==> config.mk <==
export PLATFORM = sky130hd
export DESIGN_NAME = sa_a_feeder
export DESIGN_NICKNAME = d
export VERILOG_FILES = /design/src/rtl/sa_a_feeder_pkg.sv /design/src/rtl/sa_skew_lane.sv /design/src/rtl/sa_a_feeder.sv
export SDC_FILE = /design/constraint.sdc
export NUM_CORES = 1
export LEC_CHECK = 0
export BUFFER_PORTS_ARGS = -buffer_cell sky130_fd_sc_hd__clkbuf_2
export CORE_MARGIN = 8
export CORE_UTILIZATION = 45
export CTS_CLUSTER_DIAMETER = 200
export DETAILED_ROUTE_END_ITERATION = 6
export HOLD_SLACK_MARGIN = 0.06
export PLACE_DENSITY = 0.77
export REMOVE_ABC_BUFFERS = 1
export SLEW_MARGIN = 0
export SYNTH_ARGS = -nofsm -noshare
export SYNTH_HDL_FRONTEND = slang
export SYNTH_SLANG_ARGS = --single-unit
==> constraint.sdc <==
create_clock -name clk -period 2.2 [get_ports clk]
set_input_delay 0.44 -clock clk [delete_from_list [all_inputs] [get_ports clk]]
set_output_delay 0.44 -clock clk [all_outputs]
set_load 0.005 [all_outputs]
==> src/rtl/sa_a_feeder_pkg.sv <==
// Shared constants and FSM encoding for the A-operand feeder.
// Imported by the feeder top and its skew-lane sub-module.
package sa_a_feeder_pkg;

  localparam int SARRAY_H  = 4;
  localparam int A_BUF_NUM = 2;
  localparam int DATA_W    = 32;

  typedef enum logic [1:0] {
    ST_IDLE,
    ST_READ,
    ST_WAIT_RET,
    ST_FLUSH
  } state_e;

endpackage

==> src/rtl/sa_skew_lane.sv <==
// One west-edge lane: a DEPTH-stage valid+data shift chain.
// A value pushed at cycle t appears on the output at cycle t+DEPTH.
module sa_skew_lane
  import sa_a_feeder_pkg::*;
#(
  parameter int DEPTH     = 1,
  parameter int LANE_W    = DATA_W
) (
  input  logic              clk,
  input  logic              rst,
  input  logic              in_valid_i,
  input  logic [LANE_W-1:0] in_data_i,
  output logic              out_valid_o,
  output logic [LANE_W-1:0] out_data_o
);

  logic [DEPTH-1:0]             valid_q, valid_d;
  logic [DEPTH-1:0][LANE_W-1:0] data_q, data_d;

  always_comb begin
    valid_d[0] = in_valid_i;
    data_d[0]  = in_data_i;
    for (int i = 1; i < DEPTH; i++) begin
      valid_d[i] = valid_q[i-1];
      data_d[i]  = data_q[i-1];
    end
  end

  // NOTE: these are plain flops, not a RAM, so they are all reset; that keeps
  // the array edge at valid=0/data=0 right after a mid-tile reset.
  always_ff @(posedge clk) begin
    if (rst) begin
      valid_q <= '0;
      data_q  <= '0;
    end else begin
      valid_q <= valid_d;
      data_q  <= data_d;
    end
  end

  assign out_valid_o = valid_q[DEPTH-1];
  assign out_data_o  = data_q[DEPTH-1];

endmodule

==> src/rtl/sa_a_feeder.sv <==
// Drains one A tile per command from the double-buffered A buffer and feeds it
// to the systolic array west edge, lane j delayed by j cycles.
module sa_a_feeder
  import sa_a_feeder_pkg::*;
#(
  parameter int SARRAY_H  = sa_a_feeder_pkg::SARRAY_H,
  parameter int A_BUF_NUM = sa_a_feeder_pkg::A_BUF_NUM
) (
  input  logic                         clk,
  input  logic                         rst,
  input  logic                         fill_done_valid_i,
  input  logic                         fill_done_id_i,
  input  logic                         cmd_valid_i,
  output logic                         cmd_ready_o,
  output logic                         rd_a_buf_valid_o,
  output logic                         rd_a_buf_id_o,
  input  logic                         rd_a_buf_ret_valid_i,
  input  logic [SARRAY_H*DATA_W-1:0]   rd_a_buf_ret_data_i,
  output logic [SARRAY_H-1:0]          sa_a_valid_o,
  output logic [SARRAY_H*DATA_W-1:0]   sa_a_data_o,
  output logic                         buf_free_valid_o,
  output logic                         buf_free_id_o,
  output logic                         tile_done_o
);

  localparam int CNT_W = $clog2(SARRAY_H) + 1;
  localparam logic [CNT_W-1:0] CNT_LAST = CNT_W'(SARRAY_H - 1);
  localparam logic [CNT_W-1:0] CNT_FULL = CNT_W'(SARRAY_H);

  state_e                 state_q, state_d;
  logic [A_BUF_NUM-1:0]   full_q, full_d;
  logic                   rd_ptr_q, rd_ptr_d;
  logic [CNT_W-1:0]       issue_cnt_q, issue_cnt_d;
  logic [CNT_W-1:0]       ret_cnt_q, ret_cnt_d;
  logic [CNT_W-1:0]       flush_cnt_q, flush_cnt_d;
  logic                   rd_valid_q, rd_valid_d;
  logic                   rd_id_q, rd_id_d;
  logic                   free_valid_q, free_valid_d;
  logic                   free_id_q, free_id_d;
  logic                   tile_done_q, tile_done_d;
  logic                   capture;

  // NOTE: every signal written here gets a default first so no path leaves it
  // unassigned, which is what would otherwise infer a latch.
  always_comb begin
    state_d     = state_q;
    full_d      = full_q;
    rd_ptr_d    = rd_ptr_q;
    issue_cnt_d = issue_cnt_q;
    ret_cnt_d   = ret_cnt_q;
    flush_cnt_d = flush_cnt_q;
    cmd_ready_o = 1'b0;

    capture = rd_a_buf_ret_valid_i
              && (state_q == ST_READ || state_q == ST_WAIT_RET)
              && (ret_cnt_q < CNT_FULL);
    if (capture) ret_cnt_d = ret_cnt_q + 1'b1;

    unique case (state_q)
      ST_IDLE: begin
        cmd_ready_o = full_q[rd_ptr_q];
        if (cmd_valid_i && cmd_ready_o) begin
          state_d     = ST_READ;
          issue_cnt_d = '0;
          ret_cnt_d   = '0;
        end
      end
      ST_READ: begin
        if (issue_cnt_q < CNT_FULL) issue_cnt_d = issue_cnt_q + 1'b1;
        if (issue_cnt_q == CNT_LAST) begin
          full_d[rd_ptr_q] = 1'b0;
          rd_ptr_d         = ~rd_ptr_q;
          flush_cnt_d      = '0;
          state_d          = (ret_cnt_d == CNT_FULL) ? ST_FLUSH : ST_WAIT_RET;
        end
      end
      ST_WAIT_RET: begin
        if (ret_cnt_d == CNT_FULL) begin
          flush_cnt_d = '0;
          state_d     = ST_FLUSH;
        end
      end
      ST_FLUSH: begin
        if (flush_cnt_q < CNT_FULL) flush_cnt_d = flush_cnt_q + 1'b1;
        if (flush_cnt_q == CNT_LAST) state_d = ST_IDLE;
      end
      default: state_d = ST_IDLE;
    endcase

    // Applied after the READ-end clear so a same-cycle fill of that id wins.
    if (fill_done_valid_i) full_d[fill_done_id_i] = 1'b1;

    // Registered outputs are computed from the next state so they line up
    // with the cycle the state is actually in.
    rd_valid_d   = (state_d == ST_READ);
    rd_id_d      = rd_valid_d ? rd_ptr_q : 1'b0;
    free_valid_d = (state_d == ST_READ) && (issue_cnt_d == CNT_LAST);
    free_id_d    = free_valid_d ? rd_ptr_q : 1'b0;
    tile_done_d  = (state_d == ST_FLUSH) && (flush_cnt_d == CNT_LAST);
  end

  // NOTE: sequential state uses non-blocking assignments only, so every flop
  // samples the pre-edge value of its _d input regardless of statement order.
  always_ff @(posedge clk) begin
    if (rst) begin
      state_q      <= ST_IDLE;
      full_q       <= '0;
      rd_ptr_q     <= 1'b0;
      issue_cnt_q  <= '0;
      ret_cnt_q    <= '0;
      flush_cnt_q  <= '0;
      rd_valid_q   <= 1'b0;
      rd_id_q      <= 1'b0;
      free_valid_q <= 1'b0;
      free_id_q    <= 1'b0;
      tile_done_q  <= 1'b0;
    end else begin
      state_q      <= state_d;
      full_q       <= full_d;
      rd_ptr_q     <= rd_ptr_d;
      issue_cnt_q  <= issue_cnt_d;
      ret_cnt_q    <= ret_cnt_d;
      flush_cnt_q  <= flush_cnt_d;
      rd_valid_q   <= rd_valid_d;
      rd_id_q      <= rd_id_d;
      free_valid_q <= free_valid_d;
      free_id_q    <= free_id_d;
      tile_done_q  <= tile_done_d;
    end
  end

  assign rd_a_buf_valid_o = rd_valid_q;
  assign rd_a_buf_id_o    = rd_id_q;
  assign buf_free_valid_o = free_valid_q;
  assign buf_free_id_o    = free_id_q;
  assign tile_done_o      = tile_done_q;

  for (genvar j = 0; j < SARRAY_H; j++) begin : g_lane
    logic [DATA_W-1:0] lane_in;
    assign lane_in = capture ? rd_a_buf_ret_data_i[j*DATA_W +: DATA_W] : '0;

    sa_skew_lane #(
      .DEPTH  (j + 1),
      .LANE_W (DATA_W)
    ) u_lane (
      .clk         (clk),
      .rst         (rst),
      .in_valid_i  (capture),
      .in_data_i   (lane_in),
      .out_valid_o (sa_a_valid_o[j]),
      .out_data_o  (sa_a_data_o[j*DATA_W +: DATA_W])
    );
  end

endmodule

-- Word level (Yosys, flattened, before mapping)
Cells that the tools add are included.
- register bits after elaboration: 349
- input port bits: 134
- word-level logic and storage cells: 91
- $add $sub $neg: 3
- magnitude comparators: 7
- equal/unequal tests: 10
- multiplexer cells: 26
- bitwise gates (word level): 7
- reduce and logical (&&, ||, !) cells: 13
- operators with widths (kind ; count):
    $mux 3 ; 8
    $mux 2 ; 7
    $eq 3x2->1 const B ; 4
    $add 3x1->3 const B ; 3
    $lt 3x3->1 const B ; 3
    $pmux 3 s3 ; 1
    $pmux 2 s4 ; 1
    $logic_and 1x1->1 ; 7
    $eq 2x2->1 const B ; 3
    $mux 1 ; 6
    $pmux 3 s2 ; 1
    $reduce_or 2->1 ; 3
    $eq 2x1->1 const B ; 2
    $lt 1x2->1 const B ; 2
    $not 1->1 ; 4
    $eq 3x3->1 const B ; 1
    $and 2x2->2 ; 1
    $demux 1 s1 ; 2
    $ge 1x1->1 const B ; 2
    $logic_not 2->1 ; 1
    $not 2->2 ; 1
    $or 2x2->2 ; 1
    $reduce_and 2->1 ; 1
    $logic_or 1x1->1 ; 1

-- Longest topological paths before layout
Gate-level depths: netlist (run 1).
- word-level depth: 13
- gate-level depth with buffers: 8
- depth with buffers taken out: 7

-- Cells and area by module
Synthesis (run 1) repeated with hierarchy kept, for this count alone.
- cell total of the unflattened synthesis: 954
- area total of the unflattened synthesis: 10885.4 um2
- modules (own cells, without submodules) (module ; times used ; cells each ; area each (um2) ; seq. area each (um2)):
    sa_skew_lane at g_lane[3].u_lane ; 1 ; 278 ; 3558.4 ; 2642.5
    sa_skew_lane at g_lane[2].u_lane ; 1 ; 209 ; 2675.1 ; 1981.9
    sa_a_feeder ; 1 ; 259 ; 1965.6 ; 380.4
    sa_skew_lane at g_lane[1].u_lane ; 1 ; 139 ; 1796.7 ; 1321.3
    sa_skew_lane at g_lane[0].u_lane ; 1 ; 69 ; 889.6 ; 660.6

-- Worst setup path before layout (run 1)
No wires, ideal clock.
- kind: reg2reg
- start point: register state_q[0]
- end point: register tile_done_q, in the netlist tile_done_o
- library setup time: 0.116 ns
- arrival: 1.682 ns
- setup slack: 0.402 ns
- cell stages (with the launch flop): 8
- buffers on the path: 0
- path through: dfxtp_1 > inv_1 > ha_1 > nand3b_1 > o211ai_2 > a21oi_1 > o21a_1 > o211a_1
- cells in the longest elaborated chain, start to end: 11
- ends and longest elaborated chain (element ; RTL line ; RTL):
    start, declared ; sa_a_feeder.sv:30 ; state_e state_q, state_d;
    start signal, assigned ; sa_a_feeder.sv:118 ; state_q <= state_d;
    $eq 2x1->1 / $eq 2x2->1 (equally long branches) ; sa_a_feeder.sv:55, sa_a_feeder.sv:59 ;
    $logic_or 1x1->1 ; sa_a_feeder.sv:55 ; && (state_q == ST_READ || state_q == ST_WAIT_RET)
    $logic_and 1x1->1 ; sa_a_feeder.sv:55 ;
    $logic_and 1x1->1 ; sa_a_feeder.sv:56 ; && (ret_cnt_q < CNT_FULL);
    $mux 3 ; sa_a_feeder.sv:57 ; if (capture) ret_cnt_d = ret_cnt_q + 1'b1;
    $eq 3x3->1 ; sa_a_feeder.sv:74, sa_a_feeder.sv:78 ;
    $mux 1 ; sa_a_feeder.sv:74 ; state_d = (ret_cnt_d == CNT_FULL) ? ST_FLUSH : ST_WAIT_RET;
    $mux 2 ; sa_a_feeder.sv:70 ; if (issue_cnt_q == CNT_LAST) begin
    $pmux 2 s4 ; sa_a_feeder.sv:59 ; unique case (state_q)
    $eq 2x2->1 ; sa_a_feeder.sv:99 ; tile_done_d = (state_d == ST_FLUSH) && (flush_cnt_d == CNT_LAST);
    $logic_and 1x1->1 (*) ; sa_a_feeder.sv:99 ;
    end signal, assigned ; sa_a_feeder.sv:128 ; tile_done_q <= tile_done_d;
    end, declared ; sa_a_feeder.sv:40 ; logic tile_done_q, tile_done_d;
Every way passes the cells marked *; elsewhere a longest branch is shown, timed or not.
A chain may end at the register's enable or synchronous reset.

-- Final worst setup path (run 1)
- start point: register state_q[0]
- end point: output cmd_ready_o
- cells in the longest elaborated chain, start to end: 2
- ends and longest elaborated chain (element ; RTL line ; RTL):
    $logic_not 2->1 ; sa_a_feeder.sv:59 ;
    $mux 1 ; sa_a_feeder.sv:59 ;
    end, declared ; sa_a_feeder.sv:14 ; output logic cmd_ready_o,
No other way between the ends.

==> results of run 1 <==
[state kept, by name (all words and copies together) (netlist names)]
register	cells
full_q	2
g_lane.u_lane.valid_q	4
g_lane.u_lane.data_d	192
ret_cnt_q	3
state_q	2
rd_ptr_q	1
g_lane.u_lane.out_data_o	128
tile_done_o	1
buf_free_valid_o	1
buf_free_id_o	1
rd_a_buf_id_o	1
issue_cnt_q	3
rd_a_buf_valid_o	1
flush_cnt_q	3
[report_power, final]
group          switching [W]  leakage [nW]  internal [W]
clock                0.00222         0.558       0.00362
combinational       0.000149          2.32      0.000150
sequential         0.0000152          2.77       0.00626
[worst min path at each step]
stage	startpoint	endpoint	slack (ns)
after floorplan	g_lane[1].u_lane.data_d[32]$_SDFF_PP0_	g_lane[1].u_lane.out_data_o[0]$_SDFF_PP0_	0.41
after global placement	g_lane[1].u_lane.data_d[59]$_SDFF_PP0_	g_lane[1].u_lane.out_data_o[27]$_SDFF_PP0_	0.41
after detailed placement	g_lane[2].u_lane.data_d[39]$_SDFF_PP0_	g_lane[2].u_lane.data_d[71]$_SDFF_PP0_	0.42
after CTS	rd_a_buf_ret_data_i[43]	g_lane[1].u_lane.data_d[43]$_SDFF_PP0_	0.12
after global routing	rd_a_buf_ret_data_i[76]	g_lane[2].u_lane.data_d[44]$_SDFF_PP0_	0.12
final	rd_a_buf_ret_data_i[28]	g_lane[0].u_lane.out_data_o[28]$_SDFF_PP0_	0.14
[layout by cell type (no fill, tap or decap), drive strengths merged, types with 2 or more instances in the layout]
| cell type | count |
|---|---|
| a21oi | 12 |
| nand2 | 6 |
| nor2b | 197 |
| ha | 7 |
| a31oi | 5 |
| nand2b | 3 |
| clkinv | 2 |
| clkinvlp | 2 |
| o211ai | 3 |
| clkbuf | 318 |
| nor2 | 10 |
| or3 | 2 |
| o21ai | 4 |
| buf | 9 |
| and2 | 128 |
| bufinv | 4 |
| inv | 10 |
| nor3 | 9 |
| mux2i | 2 |
| or3b | 2 |
| nand3b | 3 |
| o21a | 2 |
| dfxtp | 343 |
[routing by layer]
metal	up-vias	routed length, um	track usage [%]
met3	39	1970	6.29
met5	-	0	0
li1	3013	-	-
met1	2659	7450	15.1
met4	0	453	4.96
met2	220	9580	25.1
[cells by family after synthesis]
| group | after synthesis | share of synthesized area [%] |
|---|---|---|
| AOI/OAI and AO/OA | 33 | 2.47 |
| buffers and inverters | 53 | 2.28 |
| xor gates and xnor gates | 2 | 0.180 |
| muxes | 3 | 0.360 |
| DFF | 343 | 70.6 |
| and+or+nand+nor | 362 | 23.2 |
| adders and majority gates | 7 | 0.900 |
[what timing repair did]
| item | 4_1_cts | 5_1_grt |
|---|---|---|
| hold buffers | 0 | 0 |
| pin swaps | 0 | 0 |
| resized for setup | 1 | 2 |
| setup endpoints to repair | 1 | 1 |
[area by class of cell]
cell class / count / area (um^2) / share of cell area (%)
multi-input combinational: 407 / 2660 / 21.2
clock buffer: 48 / 995 / 7.94
timing repair buffer: 279 / 1470 / 11.8
clock inverter: 9 / 158 / 1.26
sequential: 343 / 6870 / 54.8
tap: 275 / 344 / 2.75
inverter: 9 / 33.8 / 0.270
[per-stage QoR]
| step | std cells | power (W) | hold slack, ns | util (%) |
|---|---|---|---|---|
| floorplan | 759 | 0.00648 | 0.414 | - |
| global placement | 1313 | 0.00670 | 0.415 | 53.7 |
| detailed placement | 1313 | 0.00671 | 0.420 | 53.7 |
| CTS | 1370 | 0.0126 | 0.117 | 59.2 |
| global route | 1370 | 0.0129 | 0.123 | 59.2 |
| finish | 1370 | 0.0124 | 0.142 | 59.2 |
==> flow_results.xml, run 1 <==
<?xml version="1.0" encoding="UTF-8"?>
<metrics>
  <group name="min_path">
    <metric name="min_delay_path_depth" unit="">2</metric>
    <metric name="timing.hold.worst.class" unit="">input port to register</metric>
  </group>
  <group name="setup_path">
    <metric name="cpMostUsedCell" unit="">sky130_fd_sc_hd__inv_1</metric>
    <metric name="crit_arrival" unit="ns">1.61</metric>
    <metric name="timing.reg2reg.setup_slack" unit="ns">0.30</metric>
    <metric name="worst_r2r_path_depth" unit="">7</metric>
    <metric name="worstPathCellList" unit="">inv_1, ha_4, inv_1, nor2_1, clkbuf_2</metric>
    <metric name="critical-path-slowest-cell" unit="">sky130_fd_sc_hd__dfxtp_2</metric>
    <metric name="critPathKind" unit="">register to primary output</metric>
    <metric name="worst_setup_path_end_kind" unit="">primary output</metric>
    <metric name="path_buf_inv" unit="">3</metric>
    <metric name="r2r_end" unit="">rd_a_buf_id_o$_SDFF_PP0_</metric>
    <metric name="timing.critical_path.max_delay_family" unit="">buffers and inverters</metric>
    <metric name="worst_path_largest_cell_delay" unit="ns">0.36</metric>
    <metric name="critPathLaunchType" unit="">register</metric>
    <metric name="critical_path_cell_count" unit="">5</metric>
    <metric name="required" unit="ns">1.76</metric>
    <metric name="crit_path_max_fanout" unit="">9</metric>
    <metric name="worstSetupEndpoint" unit="">cmd_ready_o</metric>
    <metric name="launch_point_of_the_worst_reg_to_reg_path" unit="">state_q[1]$_SDFF_PP0_</metric>
    <metric name="worst_setup_path_startpoint" unit="">state_q[0]$_SDFF_PP0_</metric>
  </group>
  <group name="finish">
    <metric name="n_fill_cell" unit="">1664</metric>
    <metric name="fraction_of_layout_instances_using_a_drive_strength_above_1" unit="%">31.5</metric>
    <metric name="num_antenna_cells" unit="">0</metric>
    <metric name="finish.net_count" unit="">1216</metric>
    <metric name="post_synthesis_to_final_layout_area_growth" unit="%">28.8</metric>
    <metric name="postLayoutCellArea" unit="mm^2">0.0125</metric>
  </group>
  <group name="timing">
    <metric name="number_of_max_slew_violations_in_the_final_report" unit="">0</metric>
    <metric name="timing.final.crit_share" unit="%">93.0</metric>
    <metric name="fin_crit" unit="ns">2.05</metric>
    <metric name="final_setup_violations" unit="">0</metric>
    <metric name="max_slew_margin" unit="%">65.2</metric>
    <metric name="achievable-frequency" unit="MHz">489</metric>
    <metric name="totalNegativeSetupSlack" unit="ns">0</metric>
    <metric name="final-hold-violation-count" unit="">0</metric>
    <metric name="grt_setup_unrepaired" unit="">no</metric>
    <metric name="finalWorstSetupSlack" unit="ns">0.153</metric>
    <metric name="max_slew.worst_pin.slew" unit="ns">0.515</metric>
    <metric name="timing.clock.skew" unit="ns">0.0111</metric>
  </group>
  <group name="grt">
    <metric name="grt.total_usage" unit="%">14.3</metric>
    <metric name="grt_antenna_before_repair" unit="">0</metric>
    <metric name="grt_start_max_net_pins" unit="">72</metric>
    <metric name="wire_length_of_the_first_global_routing_pass" unit="um">30700</metric>
    <metric name="grt_overflow_total" unit="">0</metric>
    <metric name="grt_pass1_vias" unit="">6109</metric>
  </group>
  <group name="synth">
    <metric name="post_synth.cell_area_avg" unit="um^2">12.1</metric>
    <metric name="seq_area_frac_synth" unit="%">70.6</metric>
    <metric name="synth_edf_count" unit="">0</metric>
    <metric name="synth_flop_cell" unit="">sky130_fd_sc_hd__dfxtp_1</metric>
    <metric name="postSynth.asyncResetShare" unit="%">0</metric>
    <metric name="synth.cell_area" unit="mm^2">0.00973</metric>
    <metric name="synth_top_area_cell" unit="">sky130_fd_sc_hd__dfxtp_1</metric>
    <metric name="yosys_register_bits" unit="">343</metric>
    <metric name="synth.top_cell.area_share" unit="%">70.6</metric>
    <metric name="ys_types" unit="">43</metric>
    <metric name="netlist_top_cells_area" unit="">sky130_fd_sc_hd__dfxtp_1 71%, sky130_fd_sc_hd__nor2b_1 13%, sky130_fd_sc_hd__and2_1 8.2%, sky130_fd_sc_hd__clkbuf_1 1.3%, sky130_fd_sc_hd__ha_1 0.90%</metric>
    <metric name="syn_inst" unit="">803</metric>
    <metric name="yosysMostFrequentCell" unit="">sky130_fd_sc_hd__dfxtp_1</metric>
    <metric name="synth_top_cells_by_count" unit="">343 x sky130_fd_sc_hd__dfxtp_1, 197 x sky130_fd_sc_hd__nor2b_1, 128 x sky130_fd_sc_hd__and2_1</metric>
    <metric name="total_of_warnings_raised_by_yosys" unit="">0</metric>
  </group>
  <group name="detailed_routing">
    <metric name="total_via_count_after_detailed_routing" unit="">5931</metric>
    <metric name="drc" unit="">0</metric>
    <metric name="pre_repair_dr_iteration_count" unit="">4</metric>
    <metric name="detail_route.wirelength" unit="um">19500</metric>
    <metric name="drtAntennaViolNets" unit="">0</metric>
    <metric name="wire_per_inst" unit="um">14.2</metric>
    <metric name="drt-vias-per-instance" unit="">4.33</metric>
    <metric name="drt_first_iter_violations" unit="">276</metric>
  </group>
  <group name="floorplan">
    <metric name="num_io_pins" unit="">272</metric>
    <metric name="fp.coreArea" unit="mm^2">0.0212</metric>
    <metric name="floorplan.die.height" unit="um">163</metric>
    <metric name="starting_density" unit="%">46.0</metric>
    <metric name="fp-row-count" unit="">53</metric>
    <metric name="chipWidth" unit="um">163</metric>
    <metric name="floorplan.die_area" unit="mm^2">0.0266</metric>
  </group>
  <group name="clock_tree">
    <metric name="cts.repair_timing.setup_buffer_count" unit="">0</metric>
    <metric name="tritoncts_clock_tree" unit="">built</metric>
    <metric name="cts.htree.levels" unit="">2</metric>
    <metric name="clk_transition_reported_paths" unit="ns">0.06</metric>
    <metric name="cts-buffers-inserted" unit="">35</metric>
    <metric name="cts-root-buf" unit="">sky130_fd_sc_hd__clkbuf_16</metric>
    <metric name="clk_path_buf_depth" unit="">3</metric>
    <metric name="worstSkewPairLatency" unit="ns">0.49</metric>
    <metric name="clock-sinks" unit="">343</metric>
  </group>
  <group name="place">
    <metric name="post-place-ws" unit="ns">0.324</metric>
    <metric name="port_bufs" unit="">271</metric>
    <metric name="placedInstanceArea" unit="mm^2">0.0114</metric>
    <metric name="place_hpwl" unit="um">13700</metric>
    <metric name="place.gp.congestion" unit="">0.762</metric>
  </group>
  <group name="pwr">
    <metric name="p_leak" unit="nW">5.64</metric>
    <metric name="vdd_ir_drop_max" unit="V">0.000651</metric>
    <metric name="power-per-cell-area" unit="mW/mm^2">990</metric>
  </group>
  <group name="run">
    <metric name="drv.max_cap_violation_count" unit="">0</metric>
  </group>
  <group name="outcome">
    <metric name="outcome" unit="">finished clean</metric>
  </group>
</metrics>
(Power assumes the default switching activity.)
==> run 2, diff against run 1 <==
CORE_MARGIN = unset   (was 8)
CORE_UTILIZATION = 51   (was 45)
PLACE_DENSITY = 0.85   (was 0.77)
clock period = 2.1 ns   (was 2.2 ns; I/O delays follow)
==> run 2 against run 1 <==
Against the previous run: utilization is 9.8 points higher; power increased by 1.1%; non-clock buffer count increased by 58; sequential power increased by 4.8%; first-iteration DRC count is 52% lower; clock power fell by 4.6%; critical path depth stayed put; register-to-register slack lost 0.18 ns; clock skew shrank 0.00072 ns; critical path type unchanged; critical endpoint unchanged.
==> flow_results.xml, run 2 (synthesized netlist as in run 1, its figures left out) <==
<?xml version="1.0" encoding="UTF-8"?>
<metrics>
  <group name="outcome">
    <metric name="outcome" unit="">finished clean</metric>
  </group>
  <group name="grt">
    <metric name="wire_length_of_the_first_global_routing_pass" unit="um">30700</metric>
    <metric name="grt_overflow_total" unit="">0</metric>
    <metric name="grt.total_usage" unit="%">19.8</metric>
    <metric name="grt_start_max_net_pins" unit="">104</metric>
    <metric name="grt_antenna_before_repair" unit="">0</metric>
    <metric name="grt_pass1_vias" unit="">6472</metric>
  </group>
  <group name="detailed_routing">
    <metric name="pre_repair_dr_iteration_count" unit="">4</metric>
    <metric name="drt_first_iter_violations" unit="">133</metric>
    <metric name="detail_route.wirelength" unit="um">19900</metric>
    <metric name="drc" unit="">0</metric>
    <metric name="drtAntennaViolNets" unit="">0</metric>
    <metric name="drt-vias-per-instance" unit="">4.50</metric>
    <metric name="wire_per_inst" unit="um">14.3</metric>
    <metric name="total_via_count_after_detailed_routing" unit="">6246</metric>
  </group>
  <group name="timing">
    <metric name="final_setup_violations" unit="">0</metric>
    <metric name="fin_crit" unit="ns">2.03</metric>
    <metric name="achievable-frequency" unit="MHz">494</metric>
    <metric name="timing.clock.skew" unit="ns">0.0104</metric>
    <metric name="finalWorstSetupSlack" unit="ns">0.0737</metric>
    <metric name="timing.final.crit_share" unit="%">96.5</metric>
    <metric name="final-hold-violation-count" unit="">0</metric>
    <metric name="number_of_max_slew_violations_in_the_final_report" unit="">0</metric>
    <metric name="max_slew.worst_pin.slew" unit="ns">0.483</metric>
    <metric name="max_slew_margin" unit="%">67.8</metric>
    <metric name="totalNegativeSetupSlack" unit="ns">0</metric>
  </group>
  <group name="setup_path">
    <metric name="worstPathCellList" unit="">inv_1, ha_4, clkinvlp_4, nor2_2, clkbuf_2</metric>
    <metric name="crit_path_max_fanout" unit="">6</metric>
    <metric name="critPathKind" unit="">register to primary output</metric>
    <metric name="worst_setup_path_end_kind" unit="">primary output</metric>
    <metric name="worst_path_largest_cell_delay" unit="ns">0.35</metric>
    <metric name="worst_setup_path_startpoint" unit="">state_q[1]$_SDFF_PP0_</metric>
    <metric name="critical-path-slowest-cell" unit="">sky130_fd_sc_hd__dfxtp_1</metric>
    <metric name="required" unit="ns">1.68</metric>
    <metric name="crit_arrival" unit="ns">1.61</metric>
    <metric name="launch_point_of_the_worst_reg_to_reg_path" unit="">state_q[1]$_SDFF_PP0_</metric>
    <metric name="critPathLaunchType" unit="">register</metric>
  </group>
  <group name="clock_tree">
    <metric name="cts.htree.levels" unit="">1</metric>
    <metric name="cts-buffers-inserted" unit="">31</metric>
    <metric name="clk_transition_reported_paths" unit="ns">0.07</metric>
    <metric name="worstSkewPairLatency" unit="ns">0.54</metric>
    <metric name="clk_path_buf_depth" unit="">3</metric>
    <metric name="cts-root-buf" unit="">sky130_fd_sc_hd__clkbuf_16</metric>
    <metric name="clock-sinks" unit="">343</metric>
    <metric name="tritoncts_clock_tree" unit="">built</metric>
  </group>
  <group name="finish">
    <metric name="postLayoutCellArea" unit="mm^2">0.0129</metric>
    <metric name="largest_register_ffs" unit="">192</metric>
    <metric name="num_antenna_cells" unit="">0</metric>
    <metric name="post_synthesis_to_final_layout_area_growth" unit="%">32.7</metric>
    <metric name="most-common-layout-cells" unit="">342 x sky130_fd_sc_hd__dfxtp_1, 270 x sky130_fd_sc_hd__clkbuf_2, 197 x sky130_fd_sc_hd__nor2b_1</metric>
    <metric name="fraction_of_layout_instances_using_a_drive_strength_above_1" unit="%">30.3</metric>
    <metric name="mostFrequentLayoutCell" unit="">sky130_fd_sc_hd__dfxtp_1</metric>
    <metric name="finish.net_count" unit="">1270</metric>
  </group>
  <group name="place">
    <metric name="post-place-ws" unit="ns">0.168</metric>
    <metric name="port_bufs" unit="">271</metric>
    <metric name="placedInstanceArea" unit="mm^2">0.0113</metric>
    <metric name="place.gp.congestion" unit="">0.774</metric>
    <metric name="place_hpwl" unit="um">11400</metric>
  </group>
  <group name="floorplan">
    <metric name="floorplan.die_area" unit="mm^2">0.0196</metric>
    <metric name="fp-row-count" unit="">50</metric>
    <metric name="floorplan.die.height" unit="um">140</metric>
    <metric name="num_io_pins" unit="">272</metric>
    <metric name="chipWidth" unit="um">140</metric>
    <metric name="starting_density" unit="%">52.0</metric>
    <metric name="fp.coreArea" unit="mm^2">0.0187</metric>
  </group>
  <group name="pwr">
    <metric name="vdd_ir_drop_max" unit="V">0.000668</metric>
    <metric name="p_leak" unit="nW">5.81</metric>
    <metric name="power-per-cell-area" unit="mW/mm^2">972</metric>
  </group>
  <group name="min_path">
    <metric name="timing.hold.worst.class" unit="">input port to register</metric>
    <metric name="worstHoldStart" unit="">rd_a_buf_ret_data_i[56]</metric>
  </group>
  <group name="run">
    <metric name="drv.max_cap_violation_count" unit="">0</metric>
  </group>
</metrics>
==> run 2: changes by cell type in the layout (fill, tap and decap cells not counted), moves of 2 or more <==
| cell | change |
|---|---|
| sky130_fd_sc_hd__clkbuf_16 | -4 |
| sky130_fd_sc_hd__bufinv_16 | -2 |
| sky130_fd_sc_hd__dlygate4sd3_1 | +55 |
| sky130_fd_sc_hd__clkinv_2 | +4 |
| sky130_fd_sc_hd__buf_12 | -2 |
| sky130_fd_sc_hd__buf_4 | +5 |
==> run 2: path summary, 6_finish.rpt <==
kind,endpoint,slack (ns),cells past startpoint
hold / removal,g_lane[1].u_lane.data_d[56]$_SDFF_PP0_,0.08,2
setup / recovery,cmd_ready_o,0.07,5
setup reg to reg,rd_a_buf_valid_o$_SDFF_PP0_,0.12,7
hold reg to reg,g_lane[3].u_lane.data_d[65]$_SDFF_PP0_,0.43,1
==> run 2: cell type report <==
class | instances | area, um^2
sequential | 343 | 6870
fill | 1297 | 5800
multi-input combinational | 407 | 2660
timing repair buffer | 337 | 2020
clock buffer | 46 | 912
tap | 234 | 293
clock inverter | 11 | 118
inverter | 9 | 37.5
==> run 2: timing repair <==
| action | in CTS | in global routing |
|---|---|---|
| buffers inserted | 0 | 4 |
| resized for setup | 3 | 2 |
| hold endpoints to repair | 55 | 0 |
| pin swaps | 0 | 1 |
| setup endpoints to repair | 1 | 1 |
| hold buffers | 55 | 0 |
==> run 2: report_power, final <==
group / leakage (nW) / internal (W) / switching [W]
Clock: 0.505 / 0.00325 / 0.00232
Sequential: 2.77 / 0.00655 / 0.0000166
Combinational: 2.54 / 0.000225 / 0.000183
==> run 2: metal layers <==
| layer | track usage, % | routed length [um] | share of wire [%] | up-vias |
|---|---|---|---|---|
| met5 | 0 | 0 | 0 | - |
| met4 | 8.16 | 688 | 3.5 | 0 |
| met3 | 4.38 | 1180 | 6.0 | 52 |
| met2 | 39.1 | 10500 | 53 | 229 |
| met1 | 19.8 | 7490 | 38 | 2849 |
| li1 | - | - | - | 3116 |
==> run 2: critical path: cells and delay by family (launching register included) <==
kind / cells / cell delay [ns]
adders and majority gates: 1 / 0.19
buffers and inverters: 3 / 0.39
DFF: 1 / 0.35
and+or+nand+nor: 1 / 0.14
==> run 2: through the flow <==
stage	total power, W	hold slack [ns]	cells	utilization, %
after floorplan	0.00679	0.414	759	-
after global placement	0.00701	0.415	1271	60.3
after detailed placement	0.00702	0.420	1271	60.3
after CTS	0.0126	0.0602	1383	68.8
after global routing	0.0130	0.0666	1387	69.0
final	0.0126	0.0768	1387	69.0
==> run 3, diff against run 2 <==
CTS_BUF_LIST = sky130_fd_sc_hd__clkbuf_16   (was unset)
==> run 3 against run 2 <==
Against the previous run: design area shrank 2.0%; via count down 2.4%; global-route usage is 1.5 points lower; register-to-register slack about the same; final cell count shrank 1.3%; clock power is 6.6% lower; setup slack better by 0.0031 ns; critical endpoint unchanged; largest cell class unchanged; highest routed layer unchanged.
==> flow_results.xml, run 3 (synthesized netlist as in run 1, its figures left out) <==
<?xml version="1.0" encoding="UTF-8"?>
<metrics>
  <group name="clock_tree">
    <metric name="clk_path_buf_depth" unit="">3</metric>
    <metric name="cts-buffers-inserted" unit="">31</metric>
    <metric name="clk_transition_reported_paths" unit="ns">0.07</metric>
    <metric name="cts.htree.levels" unit="">1</metric>
    <metric name="clock-sinks" unit="">343</metric>
    <metric name="cts-root-buf" unit="">sky130_fd_sc_hd__clkbuf_16</metric>
    <metric name="worstSkewPairLatency" unit="ns">0.54</metric>
    <metric name="tritoncts_clock_tree" unit="">built</metric>
  </group>
  <group name="detailed_routing">
    <metric name="drt_first_iter_violations" unit="">121</metric>
    <metric name="drtAntennaViolNets" unit="">0</metric>
    <metric name="drc" unit="">0</metric>
    <metric name="detail_route.wirelength" unit="um">18300</metric>
    <metric name="total_via_count_after_detailed_routing" unit="">6096</metric>
    <metric name="pre_repair_dr_iteration_count" unit="">4</metric>
    <metric name="wire_per_inst" unit="um">13.4</metric>
    <metric name="drt-vias-per-instance" unit="">4.45</metric>
  </group>
  <group name="place">
    <metric name="post-place-ws" unit="ns">0.168</metric>
    <metric name="place.gp.congestion" unit="">0.774</metric>
    <metric name="place_hpwl" unit="um">11400</metric>
    <metric name="port_bufs" unit="">271</metric>
  </group>
  <group name="timing">
    <metric name="timing.final.crit_share" unit="%">96.3</metric>
    <metric name="number_of_max_slew_violations_in_the_final_report" unit="">0</metric>
    <metric name="max_slew_margin" unit="%">68.3</metric>
    <metric name="fin_crit" unit="ns">2.02</metric>
    <metric name="hold_slack" unit="ns">0.0760</metric>
    <metric name="totalNegativeSetupSlack" unit="ns">0</metric>
    <metric name="final_setup_violations" unit="">0</metric>
    <metric name="max_slew.worst_pin.slew" unit="ns">0.475</metric>
    <metric name="achievable-frequency" unit="MHz">494</metric>
    <metric name="final-hold-violation-count" unit="">0</metric>
    <metric name="timing.clock.skew" unit="ns">0.0102</metric>
    <metric name="finalWorstSetupSlack" unit="ns">0.0767</metric>
  </group>
  <group name="grt">
    <metric name="grt_pass1_vias" unit="">6235</metric>
    <metric name="grt_overflow_total" unit="">0</metric>
    <metric name="grt_start_max_net_pins" unit="">104</metric>
    <metric name="grt.total_usage" unit="%">18.3</metric>
    <metric name="wire_length_of_the_first_global_routing_pass" unit="um">28600</metric>
    <metric name="grt_antenna_before_repair" unit="">0</metric>
  </group>
  <group name="pwr">
    <metric name="power-per-cell-area" unit="mW/mm^2">960</metric>
    <metric name="vdd_ir_drop_max" unit="V">0.000647</metric>
    <metric name="internal_power" unit="W">0.00968</metric>
    <metric name="pwr-share-clk" unit="%">42.8</metric>
    <metric name="sequentialPowerShare" unit="%">54.1</metric>
    <metric name="p_leak" unit="nW">5.72</metric>
    <metric name="comb_power_share" unit="%">3.1</metric>
    <metric name="power.switching_fraction" unit="%">20.3</metric>
    <metric name="net_switching_power_of_the_design" unit="W">0.00247</metric>
  </group>
  <group name="finish">
    <metric name="mostFrequentLayoutCell" unit="">sky130_fd_sc_hd__dfxtp_1</metric>
    <metric name="finish.net_count" unit="">1252</metric>
    <metric name="post_synthesis_to_final_layout_area_growth" unit="%">30.0</metric>
    <metric name="num_antenna_cells" unit="">0</metric>
    <metric name="most-common-layout-cells" unit="">342 x sky130_fd_sc_hd__dfxtp_1, 270 x sky130_fd_sc_hd__clkbuf_2, 197 x sky130_fd_sc_hd__nor2b_1</metric>
    <metric name="fraction_of_layout_instances_using_a_drive_strength_above_1" unit="%">30.0</metric>
    <metric name="largest_register_ffs" unit="">192</metric>
    <metric name="finish.utilization" unit="%">67.6</metric>
  </group>
  <group name="floorplan">
    <metric name="chipWidth" unit="um">140</metric>
    <metric name="fp-row-count" unit="">50</metric>
    <metric name="fp.coreArea" unit="mm^2">0.0187</metric>
    <metric name="starting_density" unit="%">52.0</metric>
    <metric name="floorplan.die.height" unit="um">140</metric>
    <metric name="floorplan.die_area" unit="mm^2">0.0196</metric>
    <metric name="num_io_pins" unit="">272</metric>
  </group>
  <group name="setup_path">
    <metric name="required" unit="ns">1.68</metric>
    <metric name="crit_path_max_fanout" unit="">6</metric>
    <metric name="crit_arrival" unit="ns">1.60</metric>
    <metric name="critPathKind" unit="">register to primary output</metric>
    <metric name="worst_setup_path_startpoint" unit="">state_q[1]$_SDFF_PP0_</metric>
    <metric name="critPathLaunchType" unit="">register</metric>
    <metric name="launch_point_of_the_worst_reg_to_reg_path" unit="">state_q[1]$_SDFF_PP0_</metric>
    <metric name="worst_setup_path_end_kind" unit="">primary output</metric>
  </group>
  <group name="outcome">
    <metric name="outcome" unit="">finished clean</metric>
  </group>
  <group name="min_path">
    <metric name="worstHoldStart" unit="">rd_a_buf_ret_data_i[15]</metric>
    <metric name="timing.hold.worst.class" unit="">input port to register</metric>
  </group>
  <group name="run">
    <metric name="drv.max_cap_violation_count" unit="">0</metric>
  </group>
</metrics>
==> run 3: cell count changes in the layout (fill, tap and decap cells not counted), sizes merged <==
cell,previous run,this run
clkinv,6,14
clkbuf,316,301
dlygate4sd3,55,37
inv,9,16
==> run 3: cell type report <==
type	instances	area, um^2
Clock buffer	31	776
Clock inverter	26	174
Fill cell	1317	6060
Inverter	9	37.5
Multi-Input combinational cell	407	2660
Sequential cell	343	6870
Tap cell	234	293
Timing Repair Buffer	319	1840
==> run 3: critical path: stages, from the launching register on <==
cell and delay, ns:
sky130_fd_sc_hd__dfxtp_1 0.35, sky130_fd_sc_hd__inv_1 0.14, sky130_fd_sc_hd__ha_4 0.19, sky130_fd_sc_hd__clkinvlp_4 0.12
sky130_fd_sc_hd__nor2_2 0.14, sky130_fd_sc_hd__clkbuf_2 0.13
==> run 3: layer usage <==
layer	global-route usage (%)	vias up	part of all wire (%)
li1	-	3081	-
met1	18.4	2740	38
met2	34.9	220	51
met3	4.62	55	6.4
met4	8.44	0	3.9
met5	0	-	0
==> run 3: timing repair <==
action                                  CTS  global route
endpoints found under the setup margin    1             1
hold buffers                             37             0
resized for setup                         3             2
cloned                                    0             0
pin swaps                                 0             1
setup buffers                             0             4
hold endpoints to repair                 37             0
==> run 3: through the flow <==
stage | total power [W] | std cells | cell area [um^2]
after floorplan | 0.00679 | 759 | 9540
after global placement | 0.00701 | 1271 | 11300
after detailed placement | 0.00702 | 1271 | 11300
after CTS | 0.0122 | 1365 | 12600
after global routing | 0.0126 | 1369 | 12600
final | 0.0121 | 1369 | 12600
==> run 3: path summary, 6_finish.rpt <==
check,endpoint,slack (ns),cells past startpoint
setup / recovery,cmd_ready_o,0.08,5
hold / removal,g_lane[0].u_lane.out_data_o[15]$_SDFF_PP0_,0.08,2
setup reg to reg,rd_a_buf_valid_o$_SDFF_PP0_,0.13,7
hold reg to reg,g_lane[2].u_lane.data_d[76]$_SDFF_PP0_,0.43,1
==> run 3: power by group through the flow <==
| stage | clock network, W | logic (W) | registers [W] |
|---|---|---|---|
| after global routing | 0.00558 | 0.000409 | 0.00657 |
| final | 0.00520 | 0.000373 | 0.00657 |
| after detailed placement | 0 | 0.000305 | 0.00671 |
| after global placement | 0 | 0.000296 | 0.00671 |
| after CTS | 0.00530 | 0.000364 | 0.00657 |
| after floorplan | 0 | 0.0000793 | 0.00671 |
